## src/rtl/fios_mm_seq.sv

```systemverilog
// fios_mm_seq: schedule controller for a FIOS Montgomery multiplier PE chain.
// Define FIOS_SEQ_BUSY_ERR_EN to add a sticky err_o flag for starts requested while busy.
module fios_mm_seq #(
  parameter int s = 8,
  parameter int PE_NB = 8,
  parameter int PE_DELAY = 7,
  parameter int LOOP_DELAY = 0,
  parameter int DSP_REG_LEVEL = 2,
  localparam int IW = $clog2(s + 1)
) (
  input  logic                  clock_i,
  input  logic                  reset_i,
  input  logic                  start_i,
  output logic                  ready_o,
  output logic                  word_valid_o,
  output logic [IW-1:0]         word_idx_o,
  output logic                  res_valid_o,
  output logic [IW-1:0]         res_idx_o,
  output logic                  done_o,
  output logic [PE_NB-1:0]      a_reg_en_o,
  output logic [PE_NB-1:0]      m_reg_en_o,
  output logic [PE_NB-1:0]      CREG_en_o,
  output logic [PE_NB-1:0]      RES_delay_en_o,
  output logic [PE_NB-1:0]      C_input_delay_en_o,
  output logic [PE_NB-1:0][1:0] mux_A_sel_o,
  output logic [PE_NB-1:0][1:0] mux_B_sel_o,
  output logic [PE_NB-1:0][1:0] mux_C_sel_o,
  output logic [PE_NB-1:0][6:0] OPMODE_o,
  output logic                  FIOS_input_sel_o
`ifdef FIOS_SEQ_BUSY_ERR_EN
  ,
  output logic                  err_o
`endif
);
  localparam int ROUNDS = (s + PE_NB - 1) / PE_NB;
  localparam int FIRST_RES = s * PE_DELAY + (ROUNDS - 1) * (1 + LOOP_DELAY) + DSP_REG_LEVEL + 2;
  localparam logic [15:0] FEED_END = 16'(s);
  localparam logic [15:0] RES_START = 16'(FIRST_RES);
  localparam logic [15:0] RES_END = 16'(FIRST_RES + s);
  localparam logic [15:0] FOLD_START = 16'(PE_NB * PE_DELAY + 1 + LOOP_DELAY);
  typedef enum logic [2:0] {IDLE, FEED, RUN, DRAIN, DONE} state_t;
  state_t st, st_n;
  logic [15:0] cnt, cnt_n;
  logic busy;
  logic [PE_NB-1:0] act, a_en, m_en, mid;
  logic [15:0] stp [PE_NB];
  function automatic logic [15:0] t_of(input int r, input int i);
    return 16'((r * PE_NB + i) * PE_DELAY + r * (1 + LOOP_DELAY));
  endfunction
  always_comb begin
    st_n = st;
    cnt_n = cnt + 16'd1;
    case (st)
      IDLE: begin
        cnt_n = '0;
        st_n = start_i ? FEED : IDLE;
      end
      FEED: st_n = cnt == FEED_END ? RUN : FEED;
      RUN: st_n = cnt == RES_START - 16'd1 ? DRAIN : RUN;
      DRAIN: st_n = cnt == RES_END ? DONE : DRAIN;
      default: begin
        st_n = IDLE;
        cnt_n = '0;
      end
    endcase
  end
  assign busy = st_n != IDLE;
  // outputs are decoded from the next state so they leave the register aligned with the cycle count
  always_comb begin
    act = '0;
    for (int i = 0; i < PE_NB; i++) begin
      stp[i] = '0;
      for (int r = 0; r < ROUNDS; r++)
        if (busy && r * PE_NB + i < s && cnt_n >= t_of(r, i) && cnt_n <= t_of(r, i) + 16'(s + 1)) begin
          act[i] = 1'b1;
          stp[i] = cnt_n - t_of(r, i);
        end
    end
  end
  always_comb
    for (int i = 0; i < PE_NB; i++) begin
      a_en[i] = act[i] && stp[i] == '0;
      m_en[i] = act[i] && stp[i] == 16'(DSP_REG_LEVEL);
    end
  assign mid = act & ~a_en & ~m_en;
  always_ff @(posedge clock_i) begin
    if (reset_i) begin
      st <= IDLE;
      cnt <= '0;
      ready_o <= 1'b1;
      word_valid_o <= 1'b0;
      word_idx_o <= '0;
      res_valid_o <= 1'b0;
      res_idx_o <= '0;
      done_o <= 1'b0;
      FIOS_input_sel_o <= 1'b0;
      a_reg_en_o <= '0;
      m_reg_en_o <= '0;
      CREG_en_o <= '0;
      RES_delay_en_o <= '0;
      C_input_delay_en_o <= '0;
      mux_A_sel_o <= '0;
      mux_B_sel_o <= '0;
      mux_C_sel_o <= '0;
      OPMODE_o <= '0;
    end else begin
      st <= st_n;
      cnt <= cnt_n;
      ready_o <= !busy;
      word_valid_o <= st_n == FEED;
      word_idx_o <= st_n == FEED ? IW'(cnt_n) : '0;
      res_valid_o <= st_n == DRAIN;
      res_idx_o <= st_n == DRAIN ? IW'(cnt_n - RES_START) : '0;
      done_o <= st_n == DONE;
      FIOS_input_sel_o <= busy && PE_NB < s && cnt_n >= FOLD_START;
      a_reg_en_o <= a_en;
      m_reg_en_o <= m_en;
      CREG_en_o <= mid;
      RES_delay_en_o <= DSP_REG_LEVEL >= 2 ? mid : '0;
      C_input_delay_en_o <= act << 1;
      for (int i = 0; i < PE_NB; i++) begin
        mux_A_sel_o[i] <= m_en[i] ? 2'd1 : mid[i] ? 2'd2 : 2'd0;
        mux_B_sel_o[i] <= {1'b0, m_en[i]};
        mux_C_sel_o[i] <= DSP_REG_LEVEL == 3 && act[i] ? 2'd2 : 2'd0;
        OPMODE_o[i] <= a_en[i] ? 7'b0000101 : m_en[i] ? 7'b0110101 : mid[i] ? 7'b1010101 : 7'b0000000;
      end
    end
  end
`ifdef FIOS_SEQ_BUSY_ERR_EN
  always_ff @(posedge clock_i) err_o <= reset_i ? 1'b0 : err_o | (start_i && st != IDLE);
`endif
endmodule
```

## config.mk

```make
export PLATFORM = sky130hd
export DESIGN_NAME = fios_mm_seq
export DESIGN_NICKNAME = d
export VERILOG_FILES = /design/src/rtl/fios_mm_seq.sv
export SDC_FILE = /design/constraint.sdc
export NUM_CORES = 1
export LEC_CHECK = 0
export ABC_AREA = 0
export CAP_MARGIN = 0
export CELL_PAD_IN_SITES_DETAIL_PLACEMENT = 1
export CELL_PAD_IN_SITES_GLOBAL_PLACEMENT = 1
export CORE_MARGIN = 10
export CORE_UTILIZATION = 39
export DETAILED_ROUTE_END_ITERATION = 12
export GPL_TIMING_DRIVEN = 0
export HOLD_SLACK_MARGIN = 0.08
export PLACE_DENSITY_LB_ADDON = 0.1
export SLEW_MARGIN = 20
export SYNTH_ARGS = -nofsm -noshare
export SYNTH_HDL_FRONTEND = slang
export SYNTH_SLANG_ARGS = --single-unit
```

## constraint.sdc

```tcl
create_clock -name clock_i -period 11.85 [get_ports clock_i]
set_input_delay 2.37 -clock clock_i [delete_from_list [all_inputs] [get_ports clock_i]]
set_output_delay 2.37 -clock clock_i [all_outputs]
set_load 0.01 [all_outputs]
```

==> results.ini, run 1 <==
[worst_setup_path]
cpPeakStageDelay_ns=0.65
r2r_end=a_reg_en_o[2]$_SDFF_PP0_
start_kind=register
arrival_ns=5.71
crit_type=reg -> reg
worst_path_most_repeated_cell=inv_1
r2r-start=cnt[0]$_SDFF_PP0_
critPathRequiredTime_ns=12.10
cp_slowest_cell=a2111oi_0
path_cells=buf_2, inv_1, ha_1, nand2_1, inv_1, clkbuf_1, ha_1, inv_1, nor3_2, xnor2_1, or3_1, a2111oi_0, o221ai_1, nor4_1
path_max_fanout=13
reg2reg_depth=14
endpoint_kind=register
rrSetupSlack_ns=6.39

[logic_synthesis]
syn_area_um2=5960
synthTopCellsByArea=dfxtp_1 (34%), buf_4 (9.6%), nor2_1 (4.3%)
synth.ff_latch_count=102
synth_cells=720
yosys.area.top_type=dfxtp_1
synth_top_area_frac=0.342
synthFlopType=dfxtp_1
synthArstFlopShare=0
synth-edff-count=0
seq_area_frac_synth=0.342
ys_types=73
yosys_warnings=0
syn_area_per_cell_um2=8.28

[grt]
antenna_found_initial=0
grt_max_degree=18
grt_use_total=0.221
first_global_vias=6179
grt_pass1_wl_um=35400
overflow=0

[routing]
avgViaCountPerCell=5.55
antenna_left=0
via_count=6000
firstDrtPassIters=5
wl_per_cell_um=21.5
drt_iter0_drc=482
wl_um=23300
drcViolationCount=0

[final_layout]
mostFrequentLayoutCells=clkdlybuf4s50_1 (117), dfxtp_1 (102), buf_4 (76)
mostFrequentLayoutCell=clkdlybuf4s50_1
regArea_um2=2040
fillCellCount=1844
nets=907
multi_input_area_um2=3250
syn2layout_area_growth_pct=32.3
num_antenna_cells=0
drive_above_1_share=0.148

[cts]
cts_resized=0
cts_max_level=3
post_cts_buffers=0
cts_buffers=9
clk_latency_ns=0.36
clockBufferDepth=2
cts.sinks=102
cts_tree=yes
holdBufCountCts=0
cts-root-buf=clkbuf_16
clk_pin_slew_ns=0.08

[placed_design]
hpwl_um=18500
gp_congestion=0.995
numPortBuffers=117

[worst_hold_path]
hold_class=reg -> reg
min_from=st[0]$_SDFF_PP0_
worstHoldPathCells=3
min_to=st[2]$_SDFF_PP0_

[timing]
max_slew.worst_pin.slew_ns=1.01
finalHoldViolations=0
skew_ns=0.00977
fin_crit_ns=5.46
slew_headroom=0.308
setup_tns_ns=0
whs_ns=0.692
finalSetupViolations=0
max_clock_freq_mhz=183
slew_viol_final=0
min_period_over_period=0.461
rsz0062_at_grt=no

[pwr]
pwr_density_cell_nw_per_um2=99.3
p_leak_nw=3.25
ir_drop_mv=0.0660
power_mw=0.783

[die]
dieArea_um2=20600
start_util=0.395
die_h_um=144
die_x_um=144
rows=45
io_pins=160
core_area_um2=15100

[outcome]
outcome=complete, no violations

[run]
max_cap_violations=0

## report_power, final
group          internal (mW)  switching (mW)  total (mW)  leakage, nW
clock                  0.229           0.144       0.373        0.180
combinational         0.0240          0.0394      0.0634         2.24
sequential             0.345         0.00107       0.346        0.824
## through the flow
step | std cells | worst slack, ns | util | cell area (µm²)
final | 1082 | 6.39 | 0.523 | 7890
after global routing | 1082 | 6.13 | 0.523 | 7890
after CTS | 1082 | 6.50 | 0.523 | 7890
after detailed placement | 1066 | 6.54 | 0.499 | 7520
after global placement | 1066 | 6.72 | 0.499 | 7520
after floorplan | 761 | 8.04 | - | 6120
## worst max-delay path: cells and delay by family, from the launching register on
family / cells / cell delay [ns]
AND/OR/NAND/NOR: 4 / 1.62
adder cells (fa/ha/maj): 2 / 0.78
buffers and inverters: 5 / 1.45
AO/OA/AOI/OAI: 2 / 0.99
flip-flops: 1 / 0.37
XOR/XNOR: 1 / 0.12
## layout make-up
type	instances	share of cell area
multi-input combinational	523	0.412
sequential	102	0.259
timing repair buffer	117	0.148
buffer	108	0.0912
tap	188	0.0298
clock buffer	9	0.0285
clock inverter	7	0.0181
inverter	28	0.0133
## state kept, by name (all words and copies together) (netlist names)
signal              cells
cnt                    16
done_o                  1
st                      3
ready_o                 1
m_reg_en_o              8
RES_delay_en_o          8
a_reg_en_o              8
res_valid_o             1
word_idx_o              4
C_input_delay_en_o      7
res_idx_o               4
OPMODE_o               32
mux_A_sel_o             8
word_valid_o            1
## layer usage
layer  vias to the layer above  part of all wire  GRT usage
li1                       2767                 -          -
met1                      2923              0.40      0.265
met2                       261              0.48      0.377
met3                        49             0.080     0.0462
met4                         0             0.031     0.0887
met5                         -                 0          0
## worst max path at each step
stage / slack [ns] / cells past startpoint / endpoint / from
6_report: 6.39 / 14 / a_reg_en_o[2]$_SDFF_PP0_ / cnt[0]$_SDFF_PP0_
5_1_grt: 6.13 / 14 / a_reg_en_o[2]$_SDFF_PP0_ / cnt[0]$_SDFF_PP0_
4_1_cts: 6.50 / 14 / a_reg_en_o[2]$_SDFF_PP0_ / cnt[0]$_SDFF_PP0_
3_5_place_dp: 6.54 / 14 / a_reg_en_o[2]$_SDFF_PP0_ / cnt[0]$_SDFF_PP0_
3_3_place_gp: 6.72 / 15 / m_reg_en_o[2]$_SDFF_PP0_ / st[2]$_SDFF_PP0_
2_1_floorplan: 8.04 / 6 / OPMODE_o[19]$_SDFF_PP0_ / start_i
## Yosys cell counts (all sizes together), types with 10 or more instances
| library cell | number |
|---|---|
| dfxtp | 102 |
| buf | 90 |
| nor2 | 68 |
| nand2 | 48 |
| nor3 | 33 |
| nand3 | 30 |
| o21ai | 30 |
| xnor2 | 28 |
| inv | 26 |
| nor4 | 23 |
| a21oi | 22 |
| and3 | 18 |
| clkbuf | 18 |
| ha | 15 |
| a31oi | 13 |
| and2 | 13 |
| mux2i | 11 |
| or3 | 11 |
| nand2b | 10 |
| nor2b | 10 |
## kinds of logic after synthesis
logic type                 after synthesis  synth area share
and+or+nand+nor                        293             0.263
DFF                                    102             0.342
AOI/OAI and AO/OA                      126             0.149
adders and majority gates               15            0.0315
other                                    1          0.000629
xor gates and xnor gates                29            0.0426
buffers and inverters                  136             0.138
muxes                                   18            0.0323
(Power assumes the default switching activity.)
==> run 2: changes to the inputs <==
--- a/config.mk
+++ b/config.mk
@@ -10,7 +10,7 @@
 export CELL_PAD_IN_SITES_DETAIL_PLACEMENT = 1
 export CELL_PAD_IN_SITES_GLOBAL_PLACEMENT = 1
 export CORE_MARGIN = 10
-export CORE_UTILIZATION = 39
+export CORE_UTILIZATION = 36
 export DETAILED_ROUTE_END_ITERATION = 12
 export GPL_TIMING_DRIVEN = 0
 export HOLD_SLACK_MARGIN = 0.08
==> constraint.sdc (replaced) <==
create_clock -name clock_i -period 5.6 [get_ports clock_i]
set_input_delay 1.12 -clock clock_i [delete_from_list [all_inputs] [get_ports clock_i]]
set_output_delay 1.12 -clock clock_i [all_outputs]
set_load 0.01 [all_outputs]
==> run 2 against run 1 <==
Effect of this change: setup slack worse by 6.1 ns; critical path depth did not move; global-route usage is 1.1 points lower; clock skew increased by 0.0011 ns; sequential cell count unchanged; combinational power rose by 110%; register-to-register slack got worse by 6.1 ns; fmax increased by 3.6%; first-iteration DRC count is 6.2% lower; cell count rose by 2.6%; largest cell class unchanged; count of clock-buffer cells in the layout is 1 higher.
==> results.ini, run 2 (synthesis gave the netlist of run 1 again) <==
[outcome]
outcome=complete, no violations

[routing]
drcViolationCount=0
wl_per_cell_um=21.5
drt_iter0_drc=452
via_count=5969
avgViaCountPerCell=5.38
firstDrtPassIters=5
wl_um=23900
antenna_left=0

[cts]
clk_pin_slew_ns=0.07
cts_buffers=9
clk_latency_ns=0.37
cts_max_level=3
cts.sinks=102
cts-root-buf=clkbuf_16
holdBufCountCts=0
clockBufferDepth=2
cts_tree=yes

[placed_design]
numPortBuffers=117
hpwl_um=19400
post_dp_cell_area_um2=7560
gp_congestion=0.921

[final_layout]
reg_top3=OPMODE_o: 32 flops, cnt: 16 flops
top_register=OPMODE_o
mostFrequentLayoutCells=clkdlybuf4s50_1 (117), dfxtp_1 (102), buf_4 (76)
fin_area_um2=7880
drive_above_1_share=0.149
syn2layout_area_growth_pct=32.1
num_antenna_cells=0
largest_reg_flops=32
mostFrequentLayoutCell=clkdlybuf4s50_1
nets=907

[grt]
grt_use_total=0.210
first_global_vias=6242
grt_max_degree=19
overflow=0
grt_pass1_wl_um=36200
antenna_found_initial=0

[timing]
slew_headroom=0.337
setup_tns_ns=0
rsz0062_at_grt=no
finalHoldViolations=0
max_slew.worst_pin.slew_ns=0.967
slew_viol_final=0
finalSetupViolations=0
skew_ns=0.0109
max_clock_freq_mhz=190
min_period_over_period=0.941
fin_crit_ns=5.27

[worst_hold_path]
hold_class=reg -> reg
min_from=st[1]$_SDFF_PP0_

[worst_setup_path]
path_cells=buf_2, inv_1, ha_1, nand2_1, inv_1, clkbuf_2, ha_1, nand2_1, a21boi_0, mux2i_1, nand2_1, or4_1, nor4_1, nor2b_1
worst_path_most_repeated_cell=nand2_1
critPathTopFamily=simple AND/OR/NAND/NOR gates
cpPeakStageDelay_ns=0.73
r2r-start=cnt[0]$_SDFF_PP0_
endpoint_kind=register
crit_path_start=cnt[0]$_SDFF_PP0_
crit_type=reg -> reg
start_kind=register
path_max_fanout=13
cp_slowest_cell=nor4_1
critPathRequiredTime_ns=5.89
arrival_ns=5.56
cp_num_buf_inv=4

[pwr]
p_leak_nw=3.22
ir_drop_mv=0.152
pwr_density_cell_nw_per_um2=195

[die]
rows=46
dieArea_um2=22100
io_pins=160
die_h_um=149
start_util=0.371
die_x_um=149
core_area_um2=16100

[run]
max_cap_violations=0

## run 2: path summary, 6_finish.rpt
| check | to | slack, ns | depth (start not counted) |
|---|---|---|---|
| max | OPMODE_o[12]$_SDFF_PP0_ | 0.33 | 14 |
| min | st[2]$_SDFF_PP0_ | 0.70 | 3 |
| max reg2reg | OPMODE_o[12]$_SDFF_PP0_ | 0.33 | 14 |
| min reg2reg | st[2]$_SDFF_PP0_ | 0.70 | 3 |
## run 2: cell type report
class | count | area [µm²]
fill | 1921 | 8180
multi-input combinational | 523 | 3250
sequential | 102 | 2040
timing repair buffer | 117 | 1170
buffer | 108 | 721
tap | 216 | 270
clock buffer | 10 | 239
inverter | 28 | 105
clock inverter | 6 | 80.1
## run 2: per-stage QoR
stage               hold slack (ns)  worst slack [ns]  total power, mW  utilization  cells
finish                        0.697             0.331             1.53        0.491   1110
global route                  0.732           0.00157             1.59        0.491   1110
CTS                           0.695             0.250             1.54        0.490   1110
detailed placement            0.679             0.288            0.881        0.471   1094
global placement              0.644             0.375            0.879        0.471   1094
floorplan                     0.554              1.87            0.837            -    761
## run 2: worst reg2reg max path, cell delays in order, from the launching register on
cell and delay, ns:
dfxtp_1 0.36, buf_2 0.24, inv_1 0.17, ha_1 0.40, nand2_1 0.50, inv_1 0.28
clkbuf_2 0.31, ha_1 0.36, nand2_1 0.14, a21boi_0 0.60, mux2i_1 0.28, nand2_1 0.08
or4_1 0.57, nor4_1 0.73, nor2b_1 0.20
## run 2: what timing repair did
item | 4_1_cts | 5_1_grt
resized for setup | 0 | 2
setup buffers | 0 | 0
endpoints found under the setup margin | 0 | 12
## run 2: layer usage
layer | global-route usage | vias up | routed length (µm)
li1 | - | 2772 | -
met1 | 0.249 | 2897 | 9910
met2 | 0.363 | 264 | 11700
met3 | 0.0479 | 36 | 1730
met4 | 0.0728 | 0 | 554
met5 | 0 | - | 0
## run 2: where the power goes
group / total [mW] / switching (mW) / internal, mW
Sequential: 0.733 / 0.00250 / 0.731
Clock: 0.667 / 0.301 / 0.366
Combinational: 0.134 / 0.0835 / 0.0509
Total: 1.53 / 0.387 / 1.15
==> run 3: changes to the inputs <==
--- a/config.mk
+++ b/config.mk
@@ -9,7 +9,7 @@
 export CAP_MARGIN = 0
 export CELL_PAD_IN_SITES_DETAIL_PLACEMENT = 1
 export CELL_PAD_IN_SITES_GLOBAL_PLACEMENT = 1
-export CORE_MARGIN = 10
+export CORE_MARGIN = 4
 export CORE_UTILIZATION = 36
 export DETAILED_ROUTE_END_ITERATION = 12
 export GPL_TIMING_DRIVEN = 0
==> run 3 against run 2 <==
Effect of this change: setup slack improved by 0.058 ns; largest power group unchanged; critical path depth grew 2; critical path type unchanged; clock power is 7.8% lower; highest routed layer unchanged.
==> results.ini, run 3 (synthesis gave the netlist of run 1 again) <==
[outcome]
outcome=complete, no violations

[routing]
wl_per_cell_um=20.0
antenna_left=0
wl_um=22200
via_count=5917
avgViaCountPerCell=5.33
firstDrtPassIters=6
drcViolationCount=0
drt_iter0_drc=619

[final_layout]
syn2layout_area_growth_pct=31.7
mostFrequentLayoutCell=clkdlybuf4s50_1
mostFrequentLayoutCells=clkdlybuf4s50_1 (117), dfxtp_1 (102), buf_4 (76)
largest_reg_flops=32
final_cells=1110
top_register=OPMODE_o
nets=907
reg_top3=OPMODE_o: 32 flops, cnt: 16 flops
drive_above_1_share=0.150
num_antenna_cells=0

[timing]
max_slew.worst_pin.slew_ns=1.07
setup_tns_ns=0
rsz0062_at_grt=no
skew_ns=0.0140
slew_viol_final=0
max_clock_freq_mhz=192
finalHoldViolations=0
fin_crit_ns=5.21
min_period_over_period=0.931
finalSetupViolations=0
worst_slack_ns=0.389
slew_headroom=0.266

[pwr]
ir_drop_mv=0.129
p_sw_mw=0.391
internal_power_mw=1.09
pwr_density_cell_nw_per_um2=189
clockPowerShare=0.415
swShare=0.264
comb_power_share=0.090
p_leak_nw=3.21
seqPwrFrac=0.495

[cts]
clockBufferDepth=2
cts_tree=yes
cts.sinks=102
post_cts_buffers=0
clk_latency_ns=0.36
cts_max_level=3
cts-root-buf=clkbuf_16
cts_buffers=9
clk_pin_slew_ns=0.08

[grt]
grt_max_degree=19
antenna_found_initial=0
grt_pass1_wl_um=34000
grt_use_total=0.237
first_global_vias=6000
overflow=0

[die]
rows=46
die_h_um=137
start_util=0.371
core_area_um2=16100
dieArea_um2=18700
io_pins=160
die_x_um=137

[placed_design]
placedCellCount=1094
hpwl_um=17800
dp_slack_ns=0.284
gp_congestion=0.939
numPortBuffers=117

[worst_setup_path]
endpoint_kind=register
arrival_ns=5.47
path_cells=buf_2, o21ba_1, buf_6, buf_2, nand2_1, inv_1, clkbuf_1, ha_1, a21boi_0, a221oi_1, o21a_1, nand4_1, o31ai_1, a22oi_1, or4b_1, o21a_1
crit_type=reg -> reg
cp_slowest_cell=or4b_1
critPathRequiredTime_ns=5.86
path_max_fanout=13
start_kind=register
cpPeakStageDelay_ns=0.64

[worst_hold_path]
hold_class=reg -> reg

[run]
max_cap_violations=0

-- run 3: changes by cell type in the layout (fill, tap and decap cells not counted), sizes merged --
cell      before  now
bufinv         1    0
clkbuf        28   27
clkinv         5    6
clkinvlp       1    0
inv           27   29
-- run 3: critical path: cells and delay by family, from the launching register on --
| kind | cells | cell delay (ns) |
|---|---|---|
| and+or+nand+nor | 3 | 1.20 |
| buffers and inverters | 5 | 1.46 |
| AOI/OAI and AO/OA | 7 | 1.62 |
| adders and majority gates | 1 | 0.50 |
| DFF | 1 | 0.30 |
-- run 3: path summary, 6_finish.rpt --
| check | slack, ns | startpoint | cells after the start | end |
|---|---|---|---|---|
| hold reg to reg | 0.69 | st[2]$_SDFF_PP0_ | 2 | st[0]$_SDFF_PP0_ |
| setup / recovery | 0.39 | st[2]$_SDFF_PP0_ | 16 | OPMODE_o[39]$_SDFF_PP0_ |
| hold / removal | 0.69 | st[2]$_SDFF_PP0_ | 2 | st[0]$_SDFF_PP0_ |
| setup reg to reg | 0.39 | st[2]$_SDFF_PP0_ | 16 | OPMODE_o[39]$_SDFF_PP0_ |
-- run 3: final cells by class --
cell class | count | area (µm²)
Clock buffer | 9 | 225
Sequential cell | 102 | 2040
Clock inverter | 7 | 56.3
Buffer | 108 | 719
Tap cell | 216 | 270
Inverter | 28 | 105
Fill cell | 1959 | 8210
Timing Repair Buffer | 117 | 1170
Multi-Input combinational cell | 523 | 3260
-- run 3: repair_timing --
item                                    CTS  global route
gates resized for setup                   0             2
hold buffers                              0             0
endpoints found under the setup margin    0             7
-- run 3: layer usage --
layer | vias to the layer above | wire (µm) | global-route usage
li1 | 2780 | - | -
met1 | 2839 | 9350 | 0.301
met2 | 247 | 10500 | 0.395
met3 | 51 | 1640 | 0.0415
met4 | 0 | 720 | 0.105
met5 | - | 0 | 0
-- run 3: through the flow --
stage	util	area, µm²	total power, mW	hold slack, ns
detailed placement	0.471	7560	0.880	0.671
global route	0.489	7850	1.53	0.730
floorplan	-	6120	0.837	0.554
global placement	0.471	7560	0.879	0.642
finish	0.489	7850	1.48	0.691
CTS	0.488	7840	1.49	0.689
-- run 3: power by group through the flow --
stage | Combinational [mW] | Clock [mW] | Sequential [mW]
2_1_floorplan | 0.0844 | 0 | 0.752
3_3_place_gp | 0.129 | 0 | 0.750
3_5_place_dp | 0.129 | 0 | 0.750
4_1_cts | 0.130 | 0.627 | 0.733
5_1_grt | 0.143 | 0.655 | 0.734
6_report | 0.133 | 0.615 | 0.733
